==> config.mk <==
export PLATFORM = sky130hd
export DESIGN_NAME = mem_port_arbiter
export DESIGN_NICKNAME = d
export VERILOG_FILES = /design/src/rtl/mem_arb_pkg.sv /design/src/rtl/mem_port_arbiter.sv
export SDC_FILE = /design/constraint.sdc
export NUM_CORES = 1
export LEC_CHECK = 0
export CELL_PAD_IN_SITES_DETAIL_PLACEMENT = 0
export CELL_PAD_IN_SITES_GLOBAL_PLACEMENT = 2
export CORE_MARGIN = 3
export CORE_UTILIZATION = 10
export DETAILED_ROUTE_END_ITERATION = 6
export GPL_TIMING_DRIVEN = 1
export HOLD_SLACK_MARGIN = 0.15
export PLACE_DENSITY = 0.94
export SYNTH_ARGS = -nofsm -noshare
export SYNTH_HDL_FRONTEND = slang
export SYNTH_SLANG_ARGS = --single-unit
==> constraint.sdc <==
create_clock -name clk -period 1.4 [get_ports clk]
set_clock_uncertainty 0.2 [all_clocks]
set_input_delay 0.14 -clock clk [delete_from_list [all_inputs] [get_ports clk]]
set_output_delay 0.14 -clock clk [all_outputs]
set_load 0.05 [all_outputs]
==> src/rtl/mem_arb_pkg.sv <==
// Shared definitions for the fetch/data memory port arbiter: parameter
// defaults and the response-source encoding of the read-return tracker.
package mem_arb_pkg;

  localparam int unsigned AW_DEF         = 8;
  localparam int unsigned DW_DEF         = 32;
  localparam int unsigned STARVE_MAX_DEF = 3;

  typedef enum logic [1:0] {
    RSP_NONE = 2'd0,
    RSP_F    = 2'd1,
    RSP_D    = 2'd2
  } rsp_src_e;

endpackage

==> src/rtl/mem_port_arbiter.sv <==
// Arbitrates a fetch port and a data port onto one single-ported memory,
// data-priority with bounded fetch starvation, and routes 1-cycle read returns.
module mem_port_arbiter #(
  parameter int unsigned AW         = mem_arb_pkg::AW_DEF,
  parameter int unsigned DW         = mem_arb_pkg::DW_DEF,
  parameter int unsigned STARVE_MAX = mem_arb_pkg::STARVE_MAX_DEF
) (
  input  logic          clk,
  input  logic          rst_n,
  input  logic          f_req,
  input  logic [AW-1:0] f_addr,
  output logic          f_gnt,
  output logic          f_valid,
  output logic [DW-1:0] f_rdata,
  input  logic          d_req,
  input  logic          d_we,
  input  logic [AW-1:0] d_addr,
  input  logic [DW-1:0] d_wdata,
  output logic          d_gnt,
  output logic          d_valid,
  output logic [DW-1:0] d_rdata,
  output logic          m_en,
  output logic          m_we,
  output logic [AW-1:0] m_addr,
  output logic [DW-1:0] m_wdata,
  input  logic [DW-1:0] m_rdata,
  output logic          stall
);
  import mem_arb_pkg::*;

  localparam int unsigned   CW         = (STARVE_MAX < 1) ? 1 : $clog2(STARVE_MAX + 1);
  localparam logic [CW-1:0] STARVE_LIM = CW'(STARVE_MAX);

  logic [CW-1:0] starve_q, starve_d;
  rsp_src_e      rsp_q, rsp_d;

  // Grants are gated by rst_n so every strobe reads 0 while reset is held.
  always_comb begin
    f_gnt = 1'b0;
    d_gnt = 1'b0;
    if (rst_n) begin
      if (f_req && (!d_req || (starve_q == STARVE_LIM))) begin
        f_gnt = 1'b1;
      end else if (d_req) begin
        d_gnt = 1'b1;
      end
    end
  end

  always_comb begin
    m_en    = f_gnt | d_gnt;
    m_we    = d_gnt & d_we;
    m_addr  = '0;
    m_wdata = '0;
    if (f_gnt) begin
      m_addr = f_addr;
    end else if (d_gnt) begin
      m_addr  = d_addr;
      m_wdata = d_we ? d_wdata : '0;
    end
    // One requester is always served when any is pending, so only contention stalls.
    stall = rst_n & f_req & d_req;
  end

  always_comb begin
    starve_d = starve_q;
    if (!f_req || f_gnt) begin
      starve_d = '0;
    end else if (d_gnt && (starve_q != STARVE_LIM)) begin
      starve_d = starve_q + CW'(1);
    end
  end

  always_comb begin
    rsp_d = RSP_NONE;
    if (f_gnt) begin
      rsp_d = RSP_F;
    end else if (d_gnt && !d_we) begin
      rsp_d = RSP_D;
    end
  end

  always_ff @(posedge clk or negedge rst_n) begin
    if (!rst_n) begin
      starve_q <= '0;
      rsp_q    <= RSP_NONE;
    end else begin
      starve_q <= starve_d;
      rsp_q    <= rsp_d;
    end
  end

  always_comb begin
    f_valid = 1'b0;
    d_valid = 1'b0;
    f_rdata = '0;
    d_rdata = '0;
    case (rsp_q)
      RSP_F: begin
        f_valid = 1'b1;
        f_rdata = m_rdata;
      end
      RSP_D: begin
        d_valid = 1'b1;
        d_rdata = m_rdata;
      end
      default: ;
    endcase
  end

endmodule

==> metrics <==
run status=finished, violations left; failing checks=setup timing; first-pass GRT wire length=13.9 mm; Hold WS=0.253 ns; first-pass iteration count of the detailed router=4; DP Wirelength=7.02 mm; PortBufs=195; max-slew violations=0; Tcrit/Tclk final=149%; row count=40; final setup vio count=112; Avg Cell Area, Syn=6.63 sq um; Final GP Congestion=0.712; post-synthesis sequential area ratio=7.74%; number of global-route vias before repair=2534; Die H=120 um; Die W=120 um; Top delay family on crit path=buffers and inverters; Post-Syn Instances=195; Fin Setup TNS=-52.59 ns; Arr. time, crit path=1.74 ns; unrepaired setup endpoints after global routing=yes; Util after Layout=48.2%; pre-CTS setup slack=-0.807 ns; Power, Total=2.24 mW; number of synthesized register bits=4; WL/cell=15.8 um; Buf/Inv on CP=3; most frequent cells after synthesis=and2_1 (64), inv_1 (33), nor3_2 (30); Routed WL=9.37 mm; Clock Sink Count=4; Worst setup SP type=flip-flop; count of cell types in the netlist=19; final hold violations=0; Nets=512; clock-pin transition on the worst setup and hold timing paths=0.03 ns; synth-to-layout area growth=359%; residual DRC count=0; CTS root buf=clkbuf_16; Mapped Area=0.00129 sq mm; antenna cells=0; Max FO, Critical Path=10; post-synthesis async set-or-reset flop share=100%; dpl cell area=0.00528 sq mm; Top FF cell, synth=dfrtp_1; placed cell count=562; EDFF count, synth=0; antenna-violating nets left=0; top post-synthesis cells by area=and2_1 (31%), nor3_2 (23%), inv_1 (9.6%), dfrtp_1 (7.7%), o32ai_1 (5.4%); Worst Hold Class=in -> reg; Pleak=2.48 nW; setup slack after layout=-0.681 ns; layout cell share with drive strength beyond 1=66.3%; Peak supply drop=248 uV; Via density=3.87; htree depth=1; slew margin rel.=82.2%; Die ar.=0.0143 sq mm; syn nets=281; maxcap violations=0; Worst path max stage delay=0.40 ns; YS warnings=0; kind of critical path=reg -> out; initial antenna violation count=0; Starting Density=10.5%; CTS buffer count=3; clock buffer depth=2; Crit-path slowest cell=dfrtp_1; Tmin final=2.08 ns; worst slew pin tran=0.269 ns; GRT overflow=0; routed via count=2292; crit-path cells=ha_4 -> buf_6 -> a21bo_4 -> buf_12 -> nor3_4 -> buf_12; TritonCTS clock tree=yes; Finished Layout Cells=592; CP Data Required Time=1.06 ns; IO Count=196; largest area contributor in the netlist=and2_1; top-area cell type share of the netlist area=30.9%; global-route usage over all layers=12.2%; most frequent cell after synthesis=and2_1; Worst Setup End Kind=primary output; clk_lat worst skew=0.23 ns; Initial DRC Count=70; Core Box Area=0.0123 sq mm; fmax=481 MHz; CP dominant cell by count=buf_12; pin count of the biggest net entering global routing=18; design area=0.00594 sq mm; PD cells=378 mW/mm^2
path summary, 6_finish.rpt:
kind                                   from          end  slack (ns)  cells past startpoint
worst max-delay path            starve_q[1]  m_wdata[29]       -0.68                      6
worst min-delay path                  rst_n     rsp_q[0]        0.25                      4
worst max register to register  starve_q[1]     rsp_q[1]       -0.15                      5
worst min register to register  starve_q[1]  starve_q[1]        0.52                      3
max in group asynchronous             rst_n  starve_q[0]        0.25                      4
min in group asynchronous             rst_n     rsp_q[0]        0.57                      4
cells in the final DEF, fill, tap and decap left out:
master,count
buf_6,11
dlygate4sd2_1,2
a21oi_1,1
nand4b_1,1
and3_1,1
buf_16,6
nand2b_1,2
buf_12,121
and2_4,64
clkbuf_16,6
clkdlybuf4s50_1,81
clkbuf_4,1
buf_4,13
ha_4,1
a21bo_4,1
o32ai_4,8
dlygate4sd3_1,1
inv_1,32
dfrtp_1,4
buf_8,3
clkinvlp_4,1
nand4bb_1,1
nor2b_4,3
bufbuf_16,2
nor2_4,3
nor2_2,1
a21oi_2,1
nor3_4,34
nand2_4,1
nand2_1,17
area by class of cell:
| cell class | instances | area, sq um |
|---|---|---|
| Inverter | 33 | 128 |
| Sequential cell | 4 | 100 |
| Timing Repair Buffer | 244 | 3840 |
| Tap cell | 168 | 210 |
| Clock buffer | 3 | 75.1 |
| Multi-Input combinational cell | 140 | 1580 |
| Fill cell | 1084 | 6370 |
metal layers:
layer  part of all wire (%)  wire length, um  vias to the layer above  GRT usage [%]
met3                     10              957                       10           3.82
met1                     35             3280                     1051           12.8
met2                     54             5030                      159           23.8
met5                      0                0                        -              0
met4                    1.1              103                        0           2.29
li1                       -                -                     1072              -
where the power goes:
| part | leakage (nW) | switching [mW] | internal [mW] |
|---|---|---|---|
| Sequential | 0.0542 | 0.00441 | 0.121 |
| Clock | 0.0370 | 0.0880 | 0.366 |
| Combinational | 2.39 | 0.787 | 0.879 |
| Total | 2.48 | 0.879 | 1.37 |
kinds of logic after synthesis:
group / Yosys count / synth area share [%]
adder cells (fa/ha/maj): 1 / 0.967
flip-flops: 4 / 7.74
buffers and inverters: 51 / 17.8
AO/OA/AOI/OAI: 11 / 6.96
AND/OR/NAND/NOR: 128 / 66.5
worst register-to-register path: cells and delay by family, from the launching register on:
kind                       cells  cell delay [ns]
DFF                            1             0.40
buffers and inverters          2             0.28
AOI/OAI and AO/OA              1             0.27
adders and majority gates      1             0.18
and+or+nand+nor                1             0.13
flip-flops by register name, summed over array words and instances (netlist names):
signal,cells
rsp_q,2
starve_q,2
repair_timing:
action | 4_1_cts | 5_1_grt
hold buffers | 1 | 0
setup buffers | 13 | 4
cloned | 8 | 3
endpoints found under the hold margin | 4 | 0
resized for setup | 54 | 11
setup endpoints to repair | 113 | 112
pin swaps | 50 | 8
No activity file was read; power rests on OpenSTA's default activity.
